**src/rtl/i2s_cfg_pkg.sv**
```systemverilog
// -----------------------------------------------------------------------------
// i2s_cfg_pkg
// Shared configuration for the I2S clock scheduler:
//   - sched_state_e   : scheduler FSM state encoding
//   - FRAME_CNT_W     : width of the completed-frame counter
//   - DEFAULT_SLOT_BITS : default number of SCK periods per WS half-frame
//   - bit_cnt_width() : width needed to hold 0 .. 2*slot_bits-1
// -----------------------------------------------------------------------------
package i2s_cfg_pkg;

  typedef enum logic [1:0] {
    ST_IDLE  = 2'd0,
    ST_WARM  = 2'd1,
    ST_RUN   = 2'd2,
    ST_DRAIN = 2'd3
  } sched_state_e;

  localparam int FRAME_CNT_W       = 16;
  localparam int DEFAULT_SLOT_BITS = 32;

  function automatic int bit_cnt_width(input int slot_bits);
    return (slot_bits > 1) ? $clog2(2 * slot_bits) : 1;
  endfunction

endpackage

```
**src/rtl/i2s_clk_div.sv**
```systemverilog
// -----------------------------------------------------------------------------
// i2s_clk_div
// SCK generator. A counter runs from 0 to div_half_i; on the terminal count
// sck toggles and the counter returns to 0, so one SCK period lasts
// 2*(div_half_i+1) clk cycles. While en_i is low the counter and sck are held
// at 0, so the first rising edge always comes div_half_i+1 cycles after enable.
//
// Ports:
//   clk        in   clock
//   rst_n      in   asynchronous active-low reset
//   en_i       in   run the divider (low = hold everything at 0)
//   div_half_i in   SCK half-period in clk cycles minus 1
//   sck_o      out  registered bit clock
//   rise_o     out  high in the cycle whose closing edge takes sck 0->1
//   fall_o     out  high in the cycle whose closing edge takes sck 1->0
// -----------------------------------------------------------------------------
module i2s_clk_div #(
  parameter int DIV_W = 8
) (
  input  logic             clk,
  input  logic             rst_n,
  input  logic             en_i,
  input  logic [DIV_W-1:0] div_half_i,
  output logic             sck_o,
  output logic             rise_o,
  output logic             fall_o
);

  logic [DIV_W-1:0] cnt_q, cnt_d;
  logic             sck_q, sck_d;
  logic             tc;

  assign tc = en_i && (cnt_q == div_half_i);

  // Strobes announce the edge that the next clock will register, so the
  // parent can register its own strobes alongside the sck transition.
  assign rise_o = tc && !sck_q;
  assign fall_o = tc && sck_q;
  assign sck_o  = sck_q;

  always_comb begin
    cnt_d = cnt_q;
    sck_d = sck_q;
    if (!en_i) begin
      cnt_d = '0;
      sck_d = 1'b0;
    end else if (tc) begin
      cnt_d = '0;
      sck_d = !sck_q;
    end else begin
      cnt_d = cnt_q + DIV_W'(1);
    end
  end

  always_ff @(posedge clk or negedge rst_n) begin
    if (!rst_n) begin
      cnt_q <= '0;
      sck_q <= 1'b0;
    end else begin
      cnt_q <= cnt_d;
      sck_q <= sck_d;
    end
  end

endmodule

```
**src/rtl/i2s_clk_sched.sv**
```systemverilog
// -----------------------------------------------------------------------------
// i2s_clk_sched
// I2S master clock scheduler for microphone capture. Generates SCK and WS,
// discards an optional number of warm-up frames, then flags every SCK rise
// as a sample point and counts completed frames. A stop request lets the
// current frame finish before returning to idle.
//
// Build option:
//   I2S_SCHED_WARMUP_EN  defined   -> IDLE -> WARM (WARMUP_FRAMES frames) -> RUN
//                        undefined -> IDLE -> RUN directly, no warm-up logic
//
// Ports:
//   sys_clk     in   clock for all logic
//   sys_rst_n   in   asynchronous active-low reset
//   start       in   single-cycle request to begin clocking (ignored when busy)
//   stop        in   single-cycle request to stop at the next frame end
//   div_half    in   SCK half-period minus 1, latched on start
//   busy        out  scheduler is not idle
//   sck         out  I2S bit clock
//   ws          out  I2S word select (0 = left, 1 = right)
//   sample_en   out  strobe coinciding with each SCK rise in RUN
//   frame_done  out  strobe at each frame end in RUN or DRAIN
//   frame_cnt   out  frames completed since the last start
// -----------------------------------------------------------------------------
module i2s_clk_sched
  import i2s_cfg_pkg::*;
#(
  parameter int DIV_W         = 8,
  parameter int SLOT_BITS     = DEFAULT_SLOT_BITS,
  parameter int WARMUP_FRAMES = 4
) (
  input  logic                   sys_clk,
  input  logic                   sys_rst_n,
  input  logic                   start,
  input  logic                   stop,
  input  logic [DIV_W-1:0]       div_half,
  output logic                   busy,
  output logic                   sck,
  output logic                   ws,
  output logic                   sample_en,
  output logic                   frame_done,
  output logic [FRAME_CNT_W-1:0] frame_cnt
);

  localparam int               BIT_W     = bit_cnt_width(SLOT_BITS);
  localparam logic [BIT_W-1:0] BIT_HALF  = BIT_W'(SLOT_BITS - 1);
  localparam logic [BIT_W-1:0] BIT_LAST  = BIT_W'(2 * SLOT_BITS - 1);

  sched_state_e           state_q, state_d;
  logic [DIV_W-1:0]       div_q, div_d;
  logic [BIT_W-1:0]       bit_cnt_q, bit_cnt_d;
  logic                   ws_q, ws_d;
  logic                   busy_q, busy_d;
  logic                   sample_en_q, sample_en_d;
  logic                   frame_done_q, frame_done_d;
  logic [FRAME_CNT_W-1:0] frame_cnt_q, frame_cnt_d;

  logic clk_en;
  logic sck_int;
  logic sck_rise;
  logic sck_fall;
  logic frame_end;
  logic start_ok;
  logic leaving_idle;

  assign clk_en       = (state_q != ST_IDLE);
  assign frame_end    = sck_fall && (bit_cnt_q == BIT_LAST);
  // A simultaneous stop cancels the start.
  assign start_ok     = start && !stop;
  assign leaving_idle = (state_q == ST_IDLE) && (state_d != ST_IDLE);

  i2s_clk_div #(
    .DIV_W (DIV_W)
  ) u_clk_div (
    .clk        (sys_clk),
    .rst_n      (sys_rst_n),
    .en_i       (clk_en),
    .div_half_i (div_q),
    .sck_o      (sck_int),
    .rise_o     (sck_rise),
    .fall_o     (sck_fall)
  );

`ifdef I2S_SCHED_WARMUP_EN
  localparam int WARM_W = (WARMUP_FRAMES > 1) ? $clog2(WARMUP_FRAMES) : 1;

  logic [WARM_W-1:0] warm_cnt_q, warm_cnt_d;
  logic              warm_last;

  // warm_cnt_q holds the number of frame ends already seen in WARM.
  assign warm_last = (warm_cnt_q == WARM_W'(WARMUP_FRAMES - 1));

  always_comb begin
    warm_cnt_d = warm_cnt_q;
    if (state_q != ST_WARM) begin
      warm_cnt_d = '0;
    end else if (frame_end) begin
      warm_cnt_d = warm_cnt_q + WARM_W'(1);
    end
  end

  always_ff @(posedge sys_clk or negedge sys_rst_n) begin
    if (!sys_rst_n) begin
      warm_cnt_q <= '0;
    end else begin
      warm_cnt_q <= warm_cnt_d;
    end
  end
`endif

  // ---------------------------------------------------------------------------
  // State and output registers
  // ---------------------------------------------------------------------------
  always_ff @(posedge sys_clk or negedge sys_rst_n) begin
    if (!sys_rst_n) begin
      state_q      <= ST_IDLE;
      div_q        <= '0;
      bit_cnt_q    <= '0;
      ws_q         <= 1'b0;
      busy_q       <= 1'b0;
      sample_en_q  <= 1'b0;
      frame_done_q <= 1'b0;
      frame_cnt_q  <= '0;
    end else begin
      state_q      <= state_d;
      div_q        <= div_d;
      bit_cnt_q    <= bit_cnt_d;
      ws_q         <= ws_d;
      busy_q       <= busy_d;
      sample_en_q  <= sample_en_d;
      frame_done_q <= frame_done_d;
      frame_cnt_q  <= frame_cnt_d;
    end
  end

  // ---------------------------------------------------------------------------
  // Next-state logic
  // ---------------------------------------------------------------------------
  always_comb begin
    state_d = state_q;
    unique case (state_q)
      ST_IDLE: begin
        if (start_ok) begin
`ifdef I2S_SCHED_WARMUP_EN
          state_d = (WARMUP_FRAMES > 0) ? ST_WARM : ST_RUN;
`else
          state_d = ST_RUN;
`endif
        end
      end
`ifdef I2S_SCHED_WARMUP_EN
      ST_WARM: begin
        if (stop) begin
          state_d = ST_DRAIN;
        end else if (frame_end && warm_last) begin
          state_d = ST_RUN;
        end
      end
`endif
      ST_RUN: begin
        if (stop) begin
          state_d = ST_DRAIN;
        end
      end
      ST_DRAIN: begin
        if (frame_end) begin
          state_d = ST_IDLE;
        end
      end
      default: state_d = ST_IDLE;
    endcase
  end

  // ---------------------------------------------------------------------------
  // Output / datapath next values. Strobes are qualified by the state in
  // which the edge is decided, so the pulse lands with the sck transition.
  // ---------------------------------------------------------------------------
  always_comb begin
    div_d        = div_q;
    bit_cnt_d    = bit_cnt_q;
    ws_d         = ws_q;
    busy_d       = (state_d != ST_IDLE);
    sample_en_d  = (state_q == ST_RUN) && sck_rise;
    frame_done_d = frame_end && ((state_q == ST_RUN) || (state_q == ST_DRAIN));
    frame_cnt_d  = frame_cnt_q;

    if (leaving_idle) begin
      div_d = div_half;
    end

    if (state_q == ST_IDLE) begin
      bit_cnt_d = '0;
      ws_d      = 1'b0;
    end else if (sck_fall) begin
      bit_cnt_d = (bit_cnt_q == BIT_LAST) ? '0 : bit_cnt_q + BIT_W'(1);
      // WS flips at the slot boundary and at the frame wrap.
      if ((bit_cnt_q == BIT_HALF) || (bit_cnt_q == BIT_LAST)) begin
        ws_d = !ws_q;
      end
    end

    if (leaving_idle) begin
      frame_cnt_d = '0;
    end else if (frame_done_d) begin
      frame_cnt_d = frame_cnt_q + FRAME_CNT_W'(1);
    end
  end

  assign busy       = busy_q;
  assign sck        = sck_int;
  assign ws         = ws_q;
  assign sample_en  = sample_en_q;
  assign frame_done = frame_done_q;
  assign frame_cnt  = frame_cnt_q;

endmodule

```
**config.mk**
```make
export PLATFORM = sky130hd
export DESIGN_NAME = i2s_clk_sched
export DESIGN_NICKNAME = d
export VERILOG_FILES = /design/src/rtl/i2s_cfg_pkg.sv /design/src/rtl/i2s_clk_div.sv /design/src/rtl/i2s_clk_sched.sv
export SDC_FILE = /design/constraint.sdc
export NUM_CORES = 1
export LEC_CHECK = 0
export ABC_CLOCK_PERIOD_IN_PS = 5700
export BUFFER_PORTS_ARGS = -buffer_cell sky130_fd_sc_hd__buf_2
export CAP_MARGIN = 10
export CORE_AREA = 4 4 107 79
export CTS_CLUSTER_DIAMETER = 60
export DETAILED_ROUTE_END_ITERATION = 10
export DIE_AREA = 0 0 111 83
export PLACE_DENSITY = 0.52
export SLEW_MARGIN = 20
export SYNTH_ARGS = -nofsm -noshare
export SYNTH_HDL_FRONTEND = slang
export SYNTH_HIERARCHICAL = 1
export SYNTH_SLANG_ARGS = --single-unit
```
**constraint.sdc**
```tcl
create_clock -name sys_clk -period 5.7 [get_ports sys_clk]
set_input_delay 1.14 -clock sys_clk [delete_from_list [all_inputs] [get_ports sys_clk]]
set_output_delay 1.14 -clock sys_clk [all_outputs]
set_load 0.02 [all_outputs]
```
==> results.cfg <==
[synthesis]
async_reset_ff_share_pct = 100
synthFlopType = dfrtp_1
yosysWarnings = 6
synth_edf_count = 0
synth.top_cell.area_share_pct = 51.6
synth_most_common_cell = dfrtp_1
synth_top_area_cell = dfrtp_1
ys_ff_latch = 45
synth_fp_nets = 240
synthCells = 225
netlist_top_cells_count = dfrtp_1, nand2_1, nor2_1
ys_types = 34
syn_avg_cell_area_um2 = 9.70
synth-seq-area-share_pct = 51.6
syn_area_um2 = 2180
synth_area_leaders = dfrtp_1, nand2_1, xnor2_1

[sta]
period_share_pct = 50.2
setup_tns_ns = 0
setup_slack_ns = 2.84
rsz0062_at_grt = false
slew_viol_final = 0
max_freq_mhz = 350
clock-skew-final_ns = 0.00740
worstMarginPinSlew_ns = 0.604
hold_viol = 0
hold_slack_ns = 0.510
max_slew_margin_pct = 59.6
finalSetupViolations = 0
period_needed_ns = 2.86

[power_and_ir_drop]
p_leak_nw = 1.14
power_density_nw_per_um2 = 328
p_switching_uw = 252
combPwrFrac_pct = 19.9
clkPwrFrac_pct = 29.9
seqPwrFrac_pct = 50.1
p_sw_share_pct = 30.1
power.internal_uw = 585
vdd_drop_max_v = 0.000101

[clocking]
cts_hold_buf = 0
postCtsSetupRepairBufs = 0
worstSkewPairLatency_ns = 0.29
clock-sinks = 45
cts-root-buf = clkbuf_8
clockBufferDepth = 2
clk_pin_slew_ns = 0.09
cts-htree-levels = 2
numCtsBuffers = 5
post_cts_resized = 0
cts_tree = done

[cells_and_area]
antennaDiodeCount = 0
final_nets = 272
area_growth_pct = 17.0
drive_above_1_share_pct = 17.8
fillers = 794

[floorplanning]
die_area_um2 = 9210
die_w_um = 111
fp.dieH_um = 83
num_rows = 27
io_pins = 33
start_util_pct = 29.0
core_area_um2 = 7530

[routing]
avgViaCountPerCell = 4.69
first_pass_iters = 4
drc = 0
wl_mm = 4.83
wl_per_cell_um = 13.5
drt_iter0_markers = 64
vias = 1682
ant_nets = 0

[critical_path]
rrSetupSlack_ns = 2.84
reg2reg_depth = 8
regToRegEndpoint = frame_cnt[14]$_DFFE_PN0P_
cp_data_arrival_time_ns = 3.07
startpoint = u_clk_div/cnt_q[6]$_DFF_PN0_
cp.required_ns = 5.92
setup.worst_path.end_class = register
start_kind = register
endpoint = frame_cnt[14]$_DFFE_PN0P_
reg2reg_from = u_clk_div/cnt_q[6]$_DFF_PN0_
worstSetupPathType = register to register
path_max_fanout = 10

[grt]
antenna_found_initial = 0
grt_max_degree = 46
first_global_vias = 1694
grt_first_pass_wirelength_mm = 8.46
track_usage_pct = 11.2
grt_remaining_overflow = 0

[place]
place_congestion = 0.767
io_buffers = 32
dp_hpwl_mm = 3.46
dp_slack_ns = 2.90

[run_status]
status = finished, final reports clean

[job]
maxCapViolations = 0

[worst_hold_path]
hold_class = register to register
## how the worst min path moves through the flow
stage	startpoint	endpoint	slack (ns)	cells after the start
after floorplan	div_q[6]$_DFFE_PN0P_	div_q[6]$_DFFE_PN0P_	0.47	2
after global placement	div_q[1]$_DFFE_PN0P_	div_q[1]$_DFFE_PN0P_	0.49	2
after detailed placement	div_q[3]$_DFFE_PN0P_	div_q[3]$_DFFE_PN0P_	0.49	2
after CTS	div_q[1]$_DFFE_PN0P_	div_q[1]$_DFFE_PN0P_	0.52	2
after global routing	div_q[6]$_DFFE_PN0P_	div_q[6]$_DFFE_PN0P_	0.55	2
final	div_q[0]$_DFFE_PN0P_	div_q[0]$_DFFE_PN0P_	0.51	2
## layout by cell type (no fill, tap or decap), types with 4 or more instances in the layout
cell type,count
dfrtp_1,45
nand2_1,35
buf_2,31
nor2_1,21
xnor2_1,14
nand3_1,13
o21ai_0,12
a21oi_1,12
nand4_1,10
or3_1,8
xor2_1,7
clkbuf_8,6
nand2b_1,5
inv_1,5
and3_1,4
## cell type report
type | count | area (um2) | area share (%)
Sequential cell | 45 | 1130 | 44.1
Clock buffer | 7 | 86.3 | 3.38
Inverter | 5 | 18.8 | 0.735
Multi-Input combinational cell | 167 | 995 | 39.0
Tap cell | 101 | 126 | 4.95
Clock inverter | 1 | 30.0 | 1.18
Timing Repair Buffer | 33 | 170 | 6.67
## power groups by stage
| stage | registers, mW | logic, mW | clock network [mW] |
|---|---|---|---|
| 6_report | 0.419 | 0.167 | 0.251 |
| 3_3_place_gp | 0.424 | 0.166 | 0 |
| 4_1_cts | 0.420 | 0.170 | 0.258 |
| 3_5_place_dp | 0.426 | 0.169 | 0 |
| 2_1_floorplan | 0.423 | 0.117 | 0 |
| 5_1_grt | 0.428 | 0.192 | 0.273 |
## state kept, by name (all words and copies together), names as in the netlist, 2 cells and up
register,cells
bit_cnt_q,6
frame_cnt,16
u_clk_div/cnt_q,8
div_q,8
state_q,2
## logic make-up (layout without fill, tap and decap cells)
kind of cell	count (synthesis)	after routing	synth area share, %
AND/OR/NAND/NOR	111	111	26.4
flip-flops	45	45	51.6
AO/OA/AOI/OAI	29	29	7.45
XOR/XNOR	21	21	8.43
buffers and inverters	13	46	3.04
adder cells (fa/ha/maj)	3	3	1.72
multiplexers	3	3	1.38
## critical path, stage by stage, from the launching register on
cell	delay (ns)
dfrtp_1	0.43
xnor2_1	0.23
nand4_1	0.19
nor2_1	0.18
and3_1	0.40
nand2_1	0.17
or4_1	0.65
or3_1	0.38
a21oi_1	0.15
## metal layers
layer  GRT usage [%]  part of all wire [%]  up-vias
met2            14.9                    39       31
met4            2.35                  0.54        0
met5               0                     0        -
li1                -                     -      846
met3            3.86                   5.0        2
met1            17.2                    56      803
## per-stage QoR
step                      cell area (um2)  util (%)  std cells  total power, mW
final                                2550      33.9        359            0.837
after global routing                 2550      33.9        359            0.893
after CTS                            2550      33.8        359            0.848
after detailed placement             2430      32.3        351            0.595
after global placement               2430      32.3        351            0.590
after floorplan                      2180         -        225            0.540
Power figures use the tool's default switching activity.
